## src/rtl/ifq_fetch_ctrl.sv

```systemverilog
// Instruction fetch queue: fetches I-cache lines, unpacks them one word per cycle into a
// show-ahead FIFO and handles branch redirects. Define IFQ_BYPASS_EN to forward words when empty.
module ifq_fetch_ctrl #(
    parameter int unsigned       INST_W     = 32,
    parameter int unsigned       ADDR_W     = 32,
    parameter int unsigned       LINE_INSTS = 4,
    parameter int unsigned       DEPTH      = 8,
    parameter logic [ADDR_W-1:0] RESET_PC   = '0
) (
    input  logic                         clk,
    input  logic                         reset,
    output logic                         cache_en,
    output logic [ADDR_W-1:0]            cache_addr,
    input  logic                         cache_dout_valid,
    input  logic [LINE_INSTS*INST_W-1:0] cache_dout,
    input  logic                         branch_valid,
    input  logic [ADDR_W-1:0]            branch_target,
    input  logic                         rd_enable,
    output logic [INST_W-1:0]            dout,
    output logic [ADDR_W-1:0]            dout_pc,
    output logic                         dout_valid,
    output logic                         fifo_empty,
    output logic                         fifo_full
);
    localparam int unsigned BYTES   = INST_W / 8;
    localparam int unsigned OFF_LSB = $clog2(BYTES);
    localparam int unsigned IDX_W   = $clog2(LINE_INSTS);
    localparam int unsigned PTR_W   = $clog2(DEPTH);
    localparam int unsigned CNT_W   = PTR_W + 1;

    localparam logic [ADDR_W-1:0] LINE_MASK = ADDR_W'(LINE_INSTS * BYTES - 1);
    localparam logic [ADDR_W-1:0] PC_STEP   = ADDR_W'(BYTES);
    localparam logic [CNT_W-1:0]  CNT_ROOM  = CNT_W'(DEPTH - LINE_INSTS);
    localparam logic [CNT_W-1:0]  CNT_FULL  = CNT_W'(DEPTH);
    localparam logic [IDX_W-1:0]  IDX_LAST  = IDX_W'(LINE_INSTS - 1);

    typedef enum logic [2:0] {
        StRst,
        StIdle,
        StReq,
        StUnpack,
        StDrain
    } state_e;

    state_e                       state_q, state_d;
    logic [CNT_W-1:0]             count_q, count_d;
    logic [PTR_W-1:0]             rd_ptr_q, rd_ptr_d;
    logic [PTR_W-1:0]             wr_ptr_q, wr_ptr_d;
    logic [ADDR_W-1:0]            pc_q, pc_d;
    logic [LINE_INSTS*INST_W-1:0] line_q, line_d;

    logic [INST_W-1:0] mem_inst_q [DEPTH];
    logic [ADDR_W-1:0] mem_pc_q   [DEPTH];

    logic [INST_W-1:0] line_words [LINE_INSTS];
    logic [IDX_W-1:0]  idx;
    logic [INST_W-1:0] unpack_word;
    logic              unpacking;
    logic              bypass;
    logic              fifo_valid;
    logic              push;
    logic              push_en;
    logic              pop;

    always_comb begin
        for (int i = 0; i < LINE_INSTS; i++) begin
            line_words[i] = line_q[i*INST_W +: INST_W];
        end
    end

    // The word index within the line is simply the offset field of the fetch PC.
    assign idx         = pc_q[OFF_LSB +: IDX_W];
    assign unpack_word = line_words[idx];
    assign unpacking   = (state_q == StUnpack);
    assign fifo_valid  = (count_q != '0);

`ifdef IFQ_BYPASS_EN
    assign bypass = unpacking && !fifo_valid;
`else
    assign bypass = 1'b0;
`endif

    assign pop     = rd_enable && fifo_valid;
    assign push    = unpacking && !(bypass && rd_enable);
    assign push_en = push && !branch_valid;

    assign dout       = bypass ? unpack_word : mem_inst_q[rd_ptr_q];
    assign dout_pc    = bypass ? pc_q : mem_pc_q[rd_ptr_q];
    assign dout_valid = fifo_valid || bypass;
    assign fifo_empty = (count_q == '0);
    assign fifo_full  = (count_q == CNT_FULL);
    assign cache_addr = pc_q & ~LINE_MASK;

    always_comb begin
        state_d  = state_q;
        count_d  = count_q;
        rd_ptr_d = rd_ptr_q;
        wr_ptr_d = wr_ptr_q;
        pc_d     = pc_q;
        line_d   = line_q;
        cache_en = 1'b0;

        if (push) begin
            wr_ptr_d = wr_ptr_q + PTR_W'(1);
        end
        if (pop) begin
            rd_ptr_d = rd_ptr_q + PTR_W'(1);
        end
        unique case ({push, pop})
            2'b10:   count_d = count_q + CNT_W'(1);
            2'b01:   count_d = count_q - CNT_W'(1);
            default: count_d = count_q;
        endcase

        case (state_q)
            StRst: state_d = StIdle;
            StIdle: begin
                if (count_q <= CNT_ROOM) begin
                    state_d = StReq;
                end
            end
            StReq: begin
                cache_en = 1'b1;
                if (cache_dout_valid) begin
                    line_d  = cache_dout;
                    state_d = StUnpack;
                end
            end
            StUnpack: begin
                pc_d = pc_q + PC_STEP;
                if (idx == IDX_LAST) begin
                    state_d = StIdle;
                end
            end
            StDrain: begin
                if (cache_dout_valid) begin
                    state_d = StReq;
                end
            end
            default: state_d = StRst;
        endcase

        // A response coinciding with the redirect is the one being drained; a DRAIN that is
        // still waiting keeps waiting so its stale response is never taken as the new line.
        if (branch_valid) begin
            count_d  = '0;
            rd_ptr_d = '0;
            wr_ptr_d = '0;
            pc_d     = branch_target;
            if ((state_q == StReq || state_q == StDrain) && !cache_dout_valid) begin
                state_d = StDrain;
            end else begin
                state_d = StReq;
            end
        end
    end

    always_ff @(posedge clk) begin
        if (reset) begin
            state_q  <= StRst;
            count_q  <= '0;
            rd_ptr_q <= '0;
            wr_ptr_q <= '0;
            pc_q     <= RESET_PC;
            line_q   <= '0;
        end else begin
            state_q  <= state_d;
            count_q  <= count_d;
            rd_ptr_q <= rd_ptr_d;
            wr_ptr_q <= wr_ptr_d;
            pc_q     <= pc_d;
            line_q   <= line_d;
        end
    end

    always_ff @(posedge clk) begin
        if (push_en) begin
            mem_inst_q[wr_ptr_q] <= unpack_word;
            mem_pc_q[wr_ptr_q]   <= pc_q;
        end
    end

endmodule

```

## config.mk

```make
export PLATFORM = sky130hd
export DESIGN_NAME = ifq_fetch_ctrl
export DESIGN_NICKNAME = d
export VERILOG_FILES = /design/src/rtl/ifq_fetch_ctrl.sv
export SDC_FILE = /design/constraint.sdc
export NUM_CORES = 1
export LEC_CHECK = 0
export CAP_MARGIN = 15
export CORE_ASPECT_RATIO = 0.9
export CORE_MARGIN = 5
export CORE_UTILIZATION = 45
export CTS_BUF_LIST = sky130_fd_sc_hd__clkbuf_4
export DETAILED_ROUTE_END_ITERATION = 12
export GPL_ROUTABILITY_DRIVEN = 1
export GPL_TIMING_DRIVEN = 0
export HOLD_SLACK_MARGIN = 0.03
export MAX_ROUTING_LAYER = met4
export PLACE_DENSITY = 0.65
export SYNTH_ARGS = -nofsm -noshare
export SYNTH_HDL_FRONTEND = slang
export SYNTH_SLANG_ARGS = --single-unit
export TNS_END_PERCENT = 100
```

## constraint.sdc

```tcl
create_clock -name clk -period 23.4 [get_ports clk]
set_input_delay 4.68 -clock clk [delete_from_list [all_inputs] [get_ports clk]]
set_output_delay 4.68 -clock clk [all_outputs]
set_load 0.1 [all_outputs]
```

## Yosys cells after proc, flatten, opt, wreduce, memory -nomap -nowiden

Memories as Yosys holds them, arrays and structs flattened. A register that Yosys moved wholly into a read port is not among the register bits.
Index checks and enable logic that the tools add are counted.

- RAM bits: 512
- Memories: 2
- Register bits: 173

- Add/sub/neg operators: 5
- Reduce and logical (&&, ||, !) cells: 14
- Order comparisons: 2
- Mux-type cells: 20
- Bitwise operators: 1
- Eq/ne operators: 12

Memory list:

| memory | words | bits a word | read ports | clocked after memory_dff | wr ports | RTL line | text |
|---|---|---|---|---|---|---|---|
| mem_inst_q | 8 | 32 | 1 | 1 | 1 | 52 | `logic [INST_W-1:0] mem_inst_q [DEPTH];` |
| mem_pc_q | 8 | 32 | 1 | 1 | 1 | 53 | `logic [ADDR_W-1:0] mem_pc_q [DEPTH];` |

Operator list:

| cell | count |
|---|---|
| two-way mux 32 bit | 4 |
| binary-select mux 32 bit (select 2 bit) | 1 |
| adder 32 x 3 -> 32 bit, second input constant | 1 |
| two-way mux 3 bit | 10 |
| case mux 3 bit (5 select lines) | 1 |
| != test 3 bit, second input constant | 3 |
| case mux 4 bit (2 select lines) | 1 |
| adder 3 x 1 -> 3 bit, second input constant | 2 |
| equality test 3 x 2 -> 1 bit, second input constant | 2 |
| adder 4 x 1 -> 4 bit, second input constant | 1 |
| equality test 2 bit, second input constant | 2 |
| equality test 4 bit, second input constant | 1 |
| <= comparator 4 x 3 -> 1 bit, second input constant | 1 |
| logical NOT 4 bit | 1 |
| AND reduction 4 bit | 1 |
| nonzero test 2 bit | 2 |
| nonzero test 4 bit | 1 |
| subtractor 4 x 1 -> 4 bit, second input constant | 1 |
| equality test 3 x 1 -> 1 bit, second input constant | 1 |
| equality test 3 bit, second input constant | 1 |
| greater-or-equal comparator 3 bit, second input constant | 1 |
| logical AND 1 bit | 3 |
| logical NOT 3 bit | 1 |
| two-way mux 1 bit | 3 |
| 7 further kinds | 8 |

## Logic depth before layout (Yosys ltp)

Gate-level depths: netlist of run 1.

- Depth in word-level cells: 5
- Gate-level depth with buffers: 12
- Mapped depth without buffers: 10

## Worst setup path after synthesis of run 1

No wires, ideal clock.

- Path type: input port to flip-flop
- Start: in branch_valid
- End: mem mem_inst_q[0][0], enable pin
- Buffers on the path: 3
- Data arrival time: 12.012 ns
- Setup slack: 10.722 ns
- Cell stages on the path: 5
- Cells stage by stage: clkbuf_1 > clkbuf_1 > buf_1 > nor2_1 > nor4b_1

- Cells in the longest elaborated chain, start to end: 4

RTL lines:

| what | RTL line | text |
|---|---|---|
| from (decl) | 16 | `input logic branch_valid,` |
| logical NOT 1 bit | 85 | `assign push_en = push && !branch_valid;` |
| logical AND 1 bit | 85 |  |
| two-way mux 1 bit | 177 | `if (push_en) begin` |
| two-way mux 1 bit (not written as such) | 178 | `mem_inst_q[wr_ptr_q] <= unpack_word;` |
| to (decl) | 52 |  |

No other way between the ends.

==> flow_summary.json, run 1 <==
{
  "outcome": "completed",
  "synth_top_cell_by_area": "edfxtp_1",
  "cts-root-buf": "clkbuf_4",
  "area_growth_pct": 24.4,
  "post-place-ws_ns": 14.93,
  "synthFlopType": "edfxtp_1",
  "hp-class": "flop to flop",
  "die_area_um2": 65700,
  "cts_tree": "done",
  "setup_tns_ns": 0,
  "vias": 17435,
  "ctsResizeCount": 0,
  "yosysUniqueCellTypes": 64,
  "startpoint_type": "flop",
  "rows": 85,
  "ys_warn_count": 0,
  "grt_pass1_wl_mm": 110,
  "power_density_nw_per_um2": 76.9,
  "crit_arrival_ns": 4.42,
  "drt_iter0_drc": 1567,
  "vias_per_cell": 5.54,
  "worstPathMaxFanout": 10,
  "nets": 2393,
  "hold_viol_final": 0,
  "wl_met1_mm": 31.7,
  "die_y_um": 244,
  "ios": 265,
  "seqPwrFrac": 0.518,
  "ir_drop_uv": 40.7,
  "multi_input_area_um2": 7720,
  "wl_per_cell_um": 23.6,
  "p_clk_frac": 0.405,
  "clkSinkCount": 688,
  "min_period_ns": 9.10,
  "slew_viol_final": 0,
  "hold_slack_ns": 0.454,
  "synthTopCellsByArea": "edfxtp_1 56%, mux4_2 13%, dfxtp_1 13%",
  "hold_buffers": 0,
  "core_um2": 60000,
  "met2_length_mm": 35.2,
  "setup_slack_ns": 14.30,
  "port_buffers": 258,
  "worstMarginPinSlew_ns": 1.10,
  "htreeDepth": 4,
  "grt_max_degree": 25,
  "switching_share": 0.243,
  "grt_pass1_vias": 18050,
  "gp_congestion": 0.847,
  "avgSynthCellArea_um2": 15.9,
  "drcViolationCount": 0,
  "slew_headroom": 0.262,
  "grt_setup_unrepaired": "no",
  "max_freq_ghz": 0.110,
  "dr.pass1.iters": 5,
  "syn_area_um2": 27300,
  "setup_viol": 0,
  "cts_buffers": 173,
  "overflow": 0,
  "crit_type": "flop to output port",
  "critPathCaptureType": "output port",
  "p_comb_frac": 0.077,
  "wl_mm": 74.3,
  "synth_edf_count": 512,
  "synth_cells": 1717,
  "post_cts_buffers": 0,
  "period_share": 0.389,
  "register_area_um2": 18900,
  "crit_required_ns": 18.72,
  "antenna_found_initial": 4,
  "ys_seq_area_frac": 0.692,
  "cap_viol_max_count": 0,
  "route.met3.wl_mm": 5.82,
  "highest_layer": "met4",
  "fin_worst_skew_ns": 0.0491,
  "start_util": 0.455,
  "ff2ff_path_depth": 8,
  "p_leak_nw": 11.3,
  "ant_nets": 0,
  "yosysTopAreaCellShare": 0.563,
  "grt_usage": 0.230,
  "nFillCells": 4795,
  "clockBufferDepth": 3,
  "worstHoldPathCells": 2,
  "clk_pin_slew_worst_paths_ns": 0.07,
  "power.total_w": 0.00261,
  "power.switching_w": 0.000634,
  "drive_gt1_frac": 0.272,
  "hpwl_mm": 51.7,
  "synth_seq_cells": 688,
  "synth-async-reset-ratio": 0,
  "internal-power_w": 0.00198,
  "clock_latency_ns": 0.99,
  "die_w_um": 270
}
[sequential cells by signal, summed over array words and instances (netlist names), named ones only]
signal      flops
mem_inst_q    256
mem_pc_q      256
line_q        128
pc_q           32
count_q         4
rd_ptr_q        3
state_q         3
wr_ptr_q        3
[logic make-up (layout without fill, tap and decap cells)]
| group | count (synthesis) | count (layout) | share of synthesized area |
|---|---|---|---|
| fa+ha+maj | 7 | 7 | 0.00312 |
| xor+xnor | 16 | 16 | 0.00513 |
| simple gates | 425 | 425 | 0.0710 |
| buf+inv | 157 | 799 | 0.0271 |
| other cells | 1 | 8 | 0.000137 |
| mux | 229 | 229 | 0.160 |
| compound gates | 194 | 194 | 0.0408 |
| flops | 688 | 688 | 0.692 |
[per-layer routing]
layer  track usage  vias up
li1              -     7722
met1         0.308     8852
met2         0.350      752
met3        0.0590      109
met4        0.0713        0
met5             -        -
[cell type report]
cell class / instances / share of cell area
Antenna cell: 4 / 0.000295
Buffer: 148 / 0.0208
Clock buffer: 260 / 0.0575
Clock inverter: 55 / 0.0113
Inverter: 9 / 0.000995
Multi-Input combinational cell: 875 / 0.227
Sequential cell: 688 / 0.556
Tap cell: 783 / 0.0288
Timing Repair Buffer: 327 / 0.0966
[power by group through the flow]
stage / registers, W / clock network [W] / logic, W
after floorplan: 0.00137 / 0 / 0.000123
final: 0.00135 / 0.00106 / 0.000202
after global placement: 0.00138 / 0 / 0.000197
after global routing: 0.00136 / 0.00115 / 0.000213
after detailed placement: 0.00138 / 0 / 0.000201
after CTS: 0.00135 / 0.00108 / 0.000202
[layout by cell type, fill, tap and decap left out, drive strengths merged, types with 5 or more instances in the layout]
cell / n
a211oi: 6
a21oi: 140
a311oi: 9
and2: 5
and3: 9
and4: 5
buf: 133
bufinv: 6
clkbuf: 344
clkdlybuf4s50: 258
clkinv: 45
dfxtp: 176
edfxtp: 512
ha: 6
inv: 12
mux2: 64
mux2i: 5
mux4: 160
nand2: 280
nand3: 16
nand4: 14
nor2: 33
nor2b: 6
nor3: 9
nor4: 9
nor4b: 8
nor4bb: 5
o21ai: 11
or3: 5
or4: 5
xnor2: 7
xor2: 9
[worst paths after layout]
path	start	endpoint	slack (ns)
setup reg to reg	state_q[0]	mem_inst_q[1][17]	19.95
setup / recovery	flop	dout[29]	14.30
hold / removal	line_q[114]	line_q[114]	0.45
hold reg to reg	line_q[114]	line_q[114]	0.45
[per-stage QoR]
| step | cells | area [µm²] | utilization |
|---|---|---|---|
| global route | 3149 | 34000 | 0.566 |
| floorplan | 1720 | 27300 | - |
| finish | 3149 | 34000 | 0.566 |
| detailed placement | 2829 | 31600 | 0.527 |
| global placement | 2761 | 30900 | 0.515 |
| CTS | 3144 | 33900 | 0.566 |
[cells in the mapped netlist (10+ instances only)]
cell	number
dfxtp_1	176
nand2_1	280
nand3_1	16
edfxtp_1	512
nand4_1	13
a21oi_1	140
buf_1	10
buf_4	33
clkbuf_1	83
mux2_2	64
buf_2	21
o21ai_0	11
mux4_2	160
nor2_1	33
[worst max-delay path, stage by stage, from the launching register on]
cell	delay (ns)
dfxtp_1	0.33
clkbuf_1	0.65
clkbuf_1	0.72
mux4_2	0.41
mux2_2	0.33
clkdlybuf4s50_1	0.99
Note: power is estimated with default switching activity, not from simulation.
==> inputs of run 2 (changes only) <==
- clock period: 23.4 -> 8.8 ns (I/O delays scaled with it)
==> run 2 against run 1 <==
Sequential power grew to 2.7 times the previous value. Core utilization about the same. Global-route usage is 0.092 points lower. Sequential share of layout area about the same. Critical endpoint is now dout_pc[15]. Clock power increased to 2.6 times the previous value. Clock skew decreased by 0.0050 ns. Largest cell class unchanged.
==> flow_summary.json, run 2 (synthesized netlist as in run 1, its figures left out) <==
{
  "worstPathMaxFanout": 10,
  "hp-class": "flop to flop",
  "wl_per_cell_um": 23.3,
  "antenna_found_initial": 4,
  "dr.pass1.iters": 7,
  "ctsResizeCount": 0,
  "drcViolationCount": 0,
  "r2r-end": "mem_pc_q[3][25]",
  "worstHoldEndpoint": "line_q[89]",
  "postLayoutCoreUtil": 0.566,
  "start_util": 0.455,
  "clockBufferDepth": 3,
  "grt_setup_unrepaired": "no",
  "grt_max_degree": 24,
  "htreeDepth": 4,
  "nets": 2386,
  "grt_usage": 0.229,
  "crit_required_ns": 7.04,
  "slowest_stage": "clkdlybuf4s50_1",
  "clock_latency_ns": 0.98,
  "hold_buffers": 0,
  "cp_cell_sequence": "clkbuf_1, buf_1, mux4_2, mux2_2, clkdlybuf4s50_1",
  "min-delay-start": "line_q[89]",
  "fin_worst_skew_ns": 0.0442,
  "critPathTopFamily": "buffers and inverters",
  "slew_viol_final": 0,
  "die_w_um": 270,
  "hpwl_mm": 51.3,
  "mostFrequentLayoutCell": "edfxtp_1",
  "post_cts_buffers": 0,
  "drive_gt1_frac": 0.271,
  "p_leak_nw": 11.3,
  "hold_viol_final": 0,
  "crit_type": "flop to output port",
  "wl_mm": 73.3,
  "slew_headroom": 0.227,
  "worstHoldPathCells": 2,
  "grt_pass1_wl_mm": 110,
  "crit_buf_inv": 3,
  "setup_viol": 0,
  "outcome": "completed",
  "gp_congestion": 0.873,
  "crit_arrival_ns": 4.75,
  "period_share": 0.740,
  "vias_per_cell": 5.53,
  "largestRegisters": "mem_inst_q (256), mem_pc_q (256), line_q (128)",
  "die_area_um2": 65700,
  "final_cell_mix": "512 x edfxtp_1, 280 x nand2_1, 270 x clkbuf_4",
  "ios": 265,
  "core_um2": 60000,
  "grt_pass1_vias": 18182,
  "dpl_cell_area_um2": 31600,
  "drt_iter0_drc": 1502,
  "area_growth_pct": 24.4,
  "cts_buffers": 174,
  "cap_viol_max_count": 0,
  "die_y_um": 244,
  "vias": 17359,
  "startpoint_type": "flop",
  "min_period_ns": 6.51,
  "overflow": 0,
  "ant_nets": 0,
  "port_buffers": 258,
  "max_freq_ghz": 0.154,
  "r2r_slack_ns": 5.29,
  "crit_path_max_incr_delay_ns": 0.98,
  "power_density_nw_per_um2": 203,
  "clkSinkCount": 688,
  "ff2ff_path_depth": 9,
  "worstMarginPinSlew_ns": 1.16,
  "cts-root-buf": "clkbuf_4",
  "cts_tree": "done",
  "postLayoutCellArea_um2": 34000,
  "rows": 85,
  "ir_drop_uv": 112,
  "r2r-start": "state_q[1]",
  "clk_pin_slew_worst_paths_ns": 0.06,
  "critPathCaptureType": "output port"
}
-- run 2: cell count changes in the layout (fill, tap and decap cells not counted), sizes merged --
cell      delta
inv          +1
buf          -8
clkinv      -11
clkbuf      +10
clkinvlp     +1
bufinv       -2
-- run 2: worst min-delay path, stage by stage (launching register included) --
cell and delay (ns):
dfxtp_1 0.31, nand2_1 0.05, a21oi_1 0.05
-- run 2: where the power goes --
group / total [W] / switching, W / internal [W]
clock: 0.00276 / 0.00125 / 0.00151
combinational: 0.000532 / 0.000340 / 0.000192
sequential: 0.00360 / 0.0000603 / 0.00354
total: 0.00690 / 0.00165 / 0.00524
-- run 2: how the worst max path moves through the flow --
stage / start / endpoint / slack [ns] / cells after the start
3_5_place_dp: flop / dout_pc[17] / 3.33 / 5
3_3_place_gp: branch_valid / mem_inst_q[4][8] / -8.00 / 4
2_1_floorplan: branch_valid / mem_inst_q[2][0] / -0.33 / 4
4_1_cts: flop / dout_pc[15] / 2.20 / 5
6_report: flop / dout_pc[15] / 2.29 / 5
5_1_grt: flop / dout_pc[15] / 2.10 / 5
-- run 2: through the flow --
step,TNS (ns),cells,setup WS (ns),hold slack (ns),power [W]
final,0,3140,2.29,0.453,0.00690
after detailed placement,0,2822,3.33,0.447,0.00420
after floorplan,-42.46,1720,-0.332,0.433,0.00397
after global routing,0,3140,2.10,0.472,0.00719
after global placement,-1776.42,2761,-8.00,0.439,0.00419
after CTS,0,3136,2.20,0.455,0.00697
-- run 2: area by class of cell --
type | count | area [µm²]
Clock buffer | 270 | 2030
Timing Repair Buffer | 319 | 3280
Tap cell | 783 | 980
Clock inverter | 44 | 284
Multi-Input combinational cell | 875 | 7740
Buffer | 148 | 707
Inverter | 9 | 33.8
Fill cell | 4908 | 26000
Antenna cell | 4 | 10.0
Sequential cell | 688 | 18900
-- run 2: metal layers --
metal | global-route usage | up-vias | part of all wire
met4 | 0.0810 | 0 | 0.025
met5 | - | - | 0
li1 | - | 7699 | -
met1 | 0.302 | 8808 | 0.42
met2 | 0.352 | 738 | 0.48
met3 | 0.0549 | 114 | 0.080
